## src/rtl/merge_pi.sv

```systemverilog
// Two-stream merger: a small FIFO per input, then round-robin arbitration onto
// one registered output that carries a source tag and a transfer count.
module merge_pi_fifo #(
  parameter int WIDTH = 32,
  parameter int DEPTH = 4
) (
  input  logic             clk,
  input  logic             rst_n,
  input  logic             push,
  input  logic [WIDTH-1:0] din,
  input  logic             pop,
  output logic             full,
  output logic             empty,
  output logic [WIDTH-1:0] head
);
  localparam int AW = $clog2(DEPTH);

  logic [WIDTH-1:0] mem [DEPTH];
  logic [AW:0]      wr_ptr, rd_ptr;

  // Extra wrap bit separates full from empty when the low bits match.
  assign full  = (wr_ptr[AW-1:0] == rd_ptr[AW-1:0]) && (wr_ptr[AW] != rd_ptr[AW]);
  assign empty = (wr_ptr == rd_ptr);
  assign head  = mem[rd_ptr[AW-1:0]];

  always_ff @(posedge clk or negedge rst_n) begin
    if (!rst_n) begin
      wr_ptr <= '0;
      rd_ptr <= '0;
    end else begin
      if (push) wr_ptr <= wr_ptr + (AW+1)'(1);
      if (pop)  rd_ptr <= rd_ptr + (AW+1)'(1);
    end
  end

  always_ff @(posedge clk) begin
    if (push) mem[wr_ptr[AW-1:0]] <= din;
  end
endmodule

module merge_pi #(
  parameter int WIDTH     = 32,
  parameter int DEPTH     = 4,
  parameter int CNT_WIDTH = 16
) (
  input  logic                 clk,
  input  logic                 rst_n,
  input  logic [WIDTH-1:0]     flow_in_a,
  input  logic                 flow_in_a_valid,
  output logic                 flow_in_a_ready,
  input  logic [WIDTH-1:0]     flow_in_b,
  input  logic                 flow_in_b_valid,
  output logic                 flow_in_b_ready,
  output logic [WIDTH-1:0]     flow_out,
  output logic                 flow_out_valid,
  input  logic                 flow_out_ready,
  output logic                 flow_out_src,
  output logic [CNT_WIDTH-1:0] merge_count
);
  localparam int NUM_SRC = 2;

  logic [NUM_SRC-1:0][WIDTH-1:0] in_data, head;
  logic [NUM_SRC-1:0]            in_valid, push, pop, full, empty;
  logic                          last_grant, grant_b, load, do_load;

  assign in_data  = {flow_in_b, flow_in_a};
  assign in_valid = {flow_in_b_valid, flow_in_a_valid};

  // Ready comes from registered occupancy only, so a full FIFO stays closed
  // in the cycle it is popped.
  assign flow_in_a_ready = !full[0];
  assign flow_in_b_ready = !full[1];

  for (genvar s = 0; s < NUM_SRC; s++) begin : g_src
    assign push[s] = in_valid[s] && !full[s];
    merge_pi_fifo #(.WIDTH(WIDTH), .DEPTH(DEPTH)) u_fifo (
      .clk   (clk),
      .rst_n (rst_n),
      .push  (push[s]),
      .din   (in_data[s]),
      .pop   (pop[s]),
      .full  (full[s]),
      .empty (empty[s]),
      .head  (head[s])
    );
  end

  // Under contention the source that did not win last time is served.
  always_comb begin
    grant_b = 1'b0;
    if (!empty[0] && !empty[1]) grant_b = !last_grant;
    else if (!empty[1])         grant_b = 1'b1;
  end

  assign load    = !flow_out_valid || flow_out_ready;
  assign do_load = load && (!empty[0] || !empty[1]);
  assign pop     = {do_load && grant_b, do_load && !grant_b};

  always_ff @(posedge clk or negedge rst_n) begin
    if (!rst_n) begin
      flow_out       <= '0;
      flow_out_src   <= 1'b0;
      flow_out_valid <= 1'b0;
      last_grant     <= 1'b1;
      merge_count    <= '0;
    end else begin
      if (do_load) begin
        flow_out       <= grant_b ? head[1] : head[0];
        flow_out_src   <= grant_b;
        flow_out_valid <= 1'b1;
        last_grant     <= grant_b;
      end else if (flow_out_valid && flow_out_ready) begin
        flow_out_valid <= 1'b0;
      end
      if (flow_out_valid && flow_out_ready)
        merge_count <= merge_count + CNT_WIDTH'(1);
    end
  end
endmodule

```

## config.mk

```make
export PLATFORM = sky130hd
export DESIGN_NAME = merge_pi
export DESIGN_NICKNAME = d
export VERILOG_FILES = /design/src/rtl/merge_pi.sv
export SDC_FILE = /design/constraint.sdc
export NUM_CORES = 1
export LEC_CHECK = 0
export ABC_AREA = 1
export ABC_CLOCK_PERIOD_IN_PS = 2930
export CORE_ASPECT_RATIO = 1.75
export CORE_UTILIZATION = 52
export DETAILED_ROUTE_END_ITERATION = 10
export PLACE_DENSITY = 0.83
export SYNTH_ARGS = -nofsm -noshare
export SYNTH_HDL_FRONTEND = slang
export SYNTH_HIERARCHICAL = 1
export SYNTH_SLANG_ARGS = --single-unit
```

## constraint.sdc

```tcl
create_clock -name clk -period 2.93 [get_ports clk]
set_input_delay 0.293 -clock clk [delete_from_list [all_inputs] [get_ports clk]]
set_output_delay 0.293 -clock clk [all_outputs]
set_load 0.01 [all_outputs]
```

==> results of run 1 <==
cell usage after synthesis:
cell type	n
nand2_1	547
edfxtp_1	256
inv_1	103
nand3_1	101
dfrtp_1	62
or2_1	42
buf_2	25
nor2_1	23
or2_0	22
buf_6	17
xor2_1	16
ha_1	11
clkbuf_1	6
xnor2_1	6
buf_4	5
nand4_1	5
nor3_1	4
o21ai_0	4
inv_2	3
inv_4	2
nand2_2	2
dfstp_2	1
nand2_4	1
nor2_2	1
nor2_8	1
power breakdown:
group	leakage, uW	switching [uW]	internal (uW)
Clock	0.000415	1510	1950
Combinational	0.00317	3290	1850
Sequential	0.00311	621	6120
logic make-up after synthesis:
kind of cell	after synthesis
simple gates	749
compound gates	4
xor+xnor	22
buf+inv	161
fa+ha+maj	11
flops	319
path summary, 6_finish.rpt:
path	start	to	cells past startpoint
max in group asynchronous	rst_n	g_src[0].u_fifo/rd_ptr[0]	3
worst max register to register	g_src[1].u_fifo/rd_ptr[0]	g_src[1].u_fifo/mem[3][1]	9
worst min register to register	last_grant	last_grant	2
min in group clk	flow_in_a[19]	g_src[0].u_fifo/mem[3][19]	1
worst max-delay path	g_src[1].u_fifo/rd_ptr[0]	flow_in_b_ready	7
worst min-delay path	rst_n	merge_count[12]	2
sequential cells by signal, summed over array words and instances (netlist names):
signal,count
merge_count,16
flow_out_src,1
last_grant,1
g_src.u_fifo/wr_ptr,6
g_src.u_fifo/rd_ptr,6
g_src.u_fifo/mem,256
flow_out_valid,1
flow_out,32
per-layer routing:
| metal | track usage, % | wire length [um] | vias to the layer above |
|---|---|---|---|
| li1 | - | - | 4279 |
| met1 | 24.4 | 10100 | 4165 |
| met2 | 37.6 | 14200 | 273 |
| met3 | 2.51 | 1490 | 84 |
| met4 | 12.6 | 1520 | 0 |
| met5 | 0 | 0 | - |
critical path: cells and delay by family (launching register included):
| family | cells | cell delay (ps) |
|---|---|---|
| flops | 1 | 520 |
| buf+inv | 3 | 900 |
| simple gates | 4 | 360 |
layout make-up:
class / instances / share of cell area, %
clock buffers: 35 / 4.66
clock inverters: 13 / 0.809
inverters: 108 / 2.60
multi-input cells: 786 / 22.2
flip-flops and latches: 319 / 58.7
well taps: 316 / 2.51
repair buffers: 139 / 8.50
through the flow:
step / worst slack, ps / util (%) / total power [uW] / hold WS, ps / cell area (um^2)
floorplan: 633 / - / 10300 / -2.59 / 13500
global placement: 550 / 58.6 / 11800 / 398 / 14900
CTS: 278 / 62.0 / 15400 / 354 / 15800
global route: 138 / 62.0 / 16300 / 386 / 15800
detailed placement: 499 / 58.6 / 11900 / 403 / 14900
finish: 299 / 62.0 / 15300 / 362 / 15800
==> impl_metrics.ini, run 1 <==
[floorplanning]
io_pins = 121
die_w_um = 124
core_area_um2 = 25400
row_count = 77
dieArea_um2 = 26700
die_h_um = 216
start_util_pct = 53.3

[routing]
drc_errors = 0
via_count = 8801
antenna_left = 0
totalWireLength_um = 27300
drt_iter0_drc = 531
wl_per_cell_um = 15.9
drt-vias-per-instance = 5.13
first_pass_iters = 5

[finish]
diodes = 0
multiInputGateArea_um2 = 3500
layout.nets = 1460
syn2layout_area_growth_pct = 16.4
drive_gt1_share_pct = 5.29
final_cells = 1716
final_common_cell = nand2_1
fillers = 1904
mostFrequentLayoutCells = nand2_1 (547), edfxtp_1 (256), clkdlybuf4s50_1 (119), inv_1 (103), nand3_1 (101)
ff_latch_area_um2 = 9270

[clock_tree]
root_buffer = clkbuf_16
cts_max_path_buffers = 3
cts_tree = yes
insertion_delay_ps = 540
clk_pin_slew_ps = 70
cts_made_buffers = 26
cts.sinks = 319
htreeDepth = 1
post-cts-setup-buffers = 0
cts_hold_buf = 1
cts_resized = 0

[sta]
finalHoldViolCount = 0
rsz0062_at_grt = false
setup_viol = 0
finalMaxSlewViolations = 0
finalCritPeriodShare_pct = 89.8
slew-limit-headroom_pct = 48.5
skew_ps = 12.7
max_freq_mhz = 380
worstMarginPinSlew_ps = 773
fin_tns_setup_ps = 0
min_period_ps = 2630

[synthesis]
synth-seq-area-share_pct = 68.4
synth.area.top_cells = edfxtp_1 (57%), nand2_1 (15%), dfrtp_1 (11%), nand3_1 (3.7%), inv_1 (2.9%)
ys_warn_count = 6
synth_xor_area_share_pct = 1.42
synth_top_family_by_area = simple AND/OR/NAND/NOR gates
synthesis.nets = 1346
syn_inst = 1266
synthMuxAreaShare_pct = 0
synthDistinctLibCells = 25
synth_top_area_share_pct = 56.7
synth-compound-area-share_pct = 0.148
yosysTopAreaCell = edfxtp_1
synthSimpleGateAreaFrac_pct = 23.2
syn_avg_cell_area_um2 = 10.7
synthAdderAreaFrac_pct = 1.02
ys_ff_latch = 319
netlist_area_um2 = 13500

[critical_path]
cp_cell_sequence = inv_4 > nand2_1 > nand2_1 > nand2_1 > nor2_1 > inv_1 > clkdlybuf4s50_1
r2r_setup_slack_ps = 470
path_class = reg -> out
cp_common_cell = nand2_1
cp_data_arrival_time_ps = 2340
startpoint_type = flop
endpoint_kind = output pin
critPathMaxStageDelay_ps = 520
cpMaxStageDelayCell = dfrtp_2
required_ps = 2640
critPathMaxFanout = 33

[placement]
routabilityCongestion = 0.882
place_inst = 1667
port_buffers = 120
dp_hpwl_um = 18200

[global_route]
grt_pass1_vias = 8901
grt_overflow = 0
grt_max_degree = 80
grt_usage_pct = 21.4
grt_pass1_wl_um = 43500
antenna_found_initial = 0

[power]
powerDensity_nw_per_um2 = 972
p_leak_uw = 0.00669
ir_drop_mv = 0.548

[status]
outcome = finished, final reports clean

[min_path]
hold_class = in -> async

[run]
maxCapViolations = 0
Note: power is estimated with default switching activity, not from simulation.
==> run 2, diff against run 1 <==
Settings changed: GPL_TIMING_DRIVEN set to 0.
==> run 2 against run 1 <==
Clock-buffer cell count stayed put; clock power is 11% higher; register-to-register slack worse by 290 ps; power is 6.9% higher; cell count is 2.3% higher; first-iteration DRC count is 32% higher; combinational power is 15% higher; routed wire length is 12% higher; utilization is 1.7 points higher; critical path depth is 3 higher.
==> impl_metrics.ini, run 2 (synthesis results as in run 1) <==
[critical_path]
endpoint_kind = flop
r2r_end = g_src[0].u_fifo/mem[0][10]
r2r.worst_path.cells = 10
critPathBufInv = 4
cp_common_cell = nand2_1
cp_cell_sequence = buf_6 > buf_6 > nand2_1 > nand2_1 > nand2_1 > nor2_1 > nor2_1 > clkbuf_1 > nand2_1 > clkinvlp_4
required_ps = 2980
critPathTopFamily = buffers and inverters
critPathMaxFanout = 32
startpoint_type = flop
cp_data_arrival_time_ps = 2800
path_class = reg -> reg
cpMaxStageDelayCell = clkinvlp_4
r2r_setup_slack_ps = 180
timing.rr.start = g_src[0].u_fifo/rd_ptr[0]
critPathMaxStageDelay_ps = 610

[routing]
via_count = 9183
wl_per_cell_um = 17.4
drc_errors = 0
antenna_left = 0
totalWireLength_um = 30600
first_pass_iters = 5
drt-vias-per-instance = 5.23
drt_iter0_drc = 699

[clock_tree]
cts_max_path_buffers = 3
cts.sinks = 319
root_buffer = clkbuf_16
htreeDepth = 1
cts_made_buffers = 26
cts_tree = yes
clk_pin_slew_ps = 70
post-cts-setup-buffers = 0
insertion_delay_ps = 540

[global_route]
grt_overflow = 0
grt_max_degree = 64
grt_usage_pct = 23.4
grt_pass1_wl_um = 46800
busiest_layer = met2
grt_use_met1_pct = 25.9
grt_pass1_vias = 9234
met3_usage_pct = 3.28
antenna_found_initial = 1
use_met2_pct = 41.8

[finish]
final_common_cell = nand2_1
final_cells = 1756
layout.nets = 1499
mostFrequentLayoutCells = nand2_1 (547), edfxtp_1 (256), clkdlybuf4s50_1 (119), nand3_1 (101), inv_1 (97)
largest_reg_flops = 256
syn2layout_area_growth_pct = 19.6
drive_gt1_share_pct = 7.71

[power]
swShare_pct = 35.2
ir_drop_mv = 0.500
p_leak_uw = 0.00687
pwr-share-seq_pct = 40.6
power.share.clock_pct = 23.5
internal-power_uw = 10600
switching_power_uw = 5780
powerDensity_nw_per_um2 = 1010
power_uw = 16400
p_comb_share_pct = 35.9

[min_path]
hold_start = flow_in_a[16]
worstHoldPathCells = 1
hold_class = in -> reg
hold_end = g_src[0].u_fifo/mem[3][16]

[placement]
place_inst = 1704
port_buffers = 120
place_ws_ps = -158
routabilityCongestion = 0.844
dp_hpwl_um = 20700

[sta]
rsz0062_at_grt = false
worstMarginPinSlew_ps = 847
fin_tns_setup_ps = 0
setup_viol = 0
finalHoldViolCount = 0
min_period_ps = 2750
skew_ps = 13.0
setup_slack_ps = 181
finalMaxSlewViolations = 0
slew-limit-headroom_pct = 43.6
finalCritPeriodShare_pct = 93.8
max_freq_mhz = 364

[floorplanning]
die_h_um = 216
core_area_um2 = 25400
row_count = 77
die_w_um = 124
dieArea_um2 = 26700
start_util_pct = 53.3
io_pins = 121

[run]
maxCapViolations = 0

[status]
outcome = finished, final reports clean
[run 2: per-layer routing]
metal  routed length [um]  vias to the layer above
met3                 1860                      100
li1                     -                     4368
met1                10700                     4338
met2                16500                      377
met4                 1540                        0
met5                    0                        -
[run 2: area by class of cell]
cell class	instances	area (um^2)
clock buffer	35	746
tap	316	395
multi-input combinational	786	3500
timing repair buffer	123	1260
buffer	53	377
antenna	1	2.50
sequential	319	9270
fill	1869	9220
clock inverter	13	224
timing repair inverter	2	15.0
inverter	108	425
[run 2: how the worst max path moves through the flow]
stage	from	slack (ps)	endpoint	depth (start not counted)
CTS	g_src[0].u_fifo/rd_ptr[0]	90	g_src[0].u_fifo/mem[3][17]	10
detailed placement	g_src[0].u_fifo/rd_ptr[0]	-160	g_src[0].u_fifo/mem[3][6]	10
global route	g_src[1].u_fifo/rd_ptr[0]	4	g_src[1].u_fifo/mem[0][8]	10
finish	g_src[0].u_fifo/rd_ptr[0]	180	g_src[0].u_fifo/mem[0][10]	10
global placement	rst_n	-650	flow_out[6]	1
floorplan	g_src[1].u_fifo/rd_ptr[0]	630	g_src[1].u_fifo/mem[3][0]	10
[run 2: power by group through the flow]
stage	combinational, uW	sequential [uW]	clock [uW]
global route	6490	6720	4070
CTS	5860	6640	3890
detailed placement	5770	6730	0
floorplan	3590	6670	0
global placement	5550	6700	0
finish	5890	6660	3850
[run 2: stage by stage]
| stage | hold WS [ps] | utilization (%) | cell area [um^2] |
|---|---|---|---|
| 2_1_floorplan | -2.59 | - | 13500 |
| 3_3_place_gp | 457 | 59.5 | 15100 |
| 3_5_place_dp | 454 | 59.8 | 15200 |
| 4_1_cts | 366 | 63.7 | 16200 |
| 5_1_grt | 372 | 63.7 | 16200 |
| 6_report | 381 | 63.7 | 16200 |
[run 2: what timing repair did]
item,in CTS,in global routing
gates resized for setup,4,2
hold endpoints to repair,62,0
hold buffers,1,0
cloned,0,2
setup endpoints to repair,128,64
==> RTL edit: new RTL, flow settings as in run 2 <==
Set the parameter `CNT_WIDTH` to 20 (it was 16).
--- a/src/rtl/merge_pi.sv
+++ b/src/rtl/merge_pi.sv
@@ -43,3 +43,3 @@
   parameter int DEPTH     = 4,
-  parameter int CNT_WIDTH = 16
+  parameter int CNT_WIDTH = 20
 ) (
Ports: changed (resized merge_count); port bits go from 121 to 125. No check against the original RTL was run, so the function may have changed too.
==> RTL edit against run 2 <==
  * The flow now finishes with violations (DRC)
  * Design area is 1.4% higher
  * Sequential cell count is 4 higher
  * Clock skew is 0.0011 ns lower
  * Via count is 1.0% higher
  * Power is 0.34% higher
  * Worst setup slack better by 0.043 ns
  * Core utilization is 0.40 points lower
  * Area after synthesis is 1.2% higher
  * Wire length is 1.3% higher
==> RTL edit: results <==
INSERT INTO impl_metrics (metric_group, metric, value, unit) VALUES
('worst_setup_path', 'timing.rr.end', 'g_src[0].u_fifo/mem[3][5]$_DFFE_PP_', ''),
('clock_tree', 'cts_inserted_buffers', '28', ''),
('outcome', 'status', 'complete, but fails checks', ''),
('logic_synthesis', 'synth_compound_area_share', '0.256', '%'),
('drt', 'remaining_drc_errors', '14', ''),
('cells_and_area', 'layout-drive-gt1-share', '7.55', '%'),
('power_and_ir_drop', 'power.density_cell_area', '1000', 'nW/um^2'),
('logic_synthesis', 'synth-adder-area-share', '1.00', '%'),
('logic_synthesis', 'synth_common_cells', '548 x nand2_1, 256 x edfxtp_1, 105 x nand3_1', ''),
('drt', 'drtIter0Drc', '734', ''),
('global_route', 'via_count_of_the_first_global_routing_pass', '9581', ''),
('outcome', 'failing_checks', 'DRC', ''),
('place', 'place.detailed.hpwl', '21.0', 'mm'),
('drt', 'totalWireLength', '31.0', 'mm'),
('power_and_ir_drop', 'vdd_ir_max', '506', 'uV'),
('place', 'post_dp_cell_area', '15400', 'um^2'),
('global_route', 'grt_start_max_net_pins', '68', ''),
('logic_synthesis', 'synth.yosys.seq_area_share', '68.3', '%'),
('sta', 'worst_hold_slack', '0.291', 'ns'),
('worst_setup_path', 'crit_path_dat', '2.76', 'ns');
## RTL edit: timing repair
item | CTS | global route
setup endpoints to repair | 32 | 32
pin swaps | 0 | 0
hold buffers | 1 | 0
gates resized for setup | 1 | 1
hold endpoints to repair | 66 | 0
setup buffers | 0 | 0
## RTL edit: routing by layer
metal	wire [um]	track usage (%)	vias to the layer above	share of wire, %
li1	-	-	4432	-
met1	10900	23.5	4396	35
met2	17100	44.3	358	55
met3	1760	3.79	89	5.7
met4	1260	13.3	0	4.0
met5	0	0	-	0
## RTL edit: area by class of cell
type / count / area share [%]
plain buffers: 53 / 2.24
multi-input cells: 797 / 21.8
inverters: 103 / 2.43
repair buffers: 129 / 8.22
clock buffers: 35 / 4.61
well taps: 320 / 2.44
flip-flops and latches: 323 / 57.0
clock inverters: 17 / 1.27
diodes: 2 / 0.0304
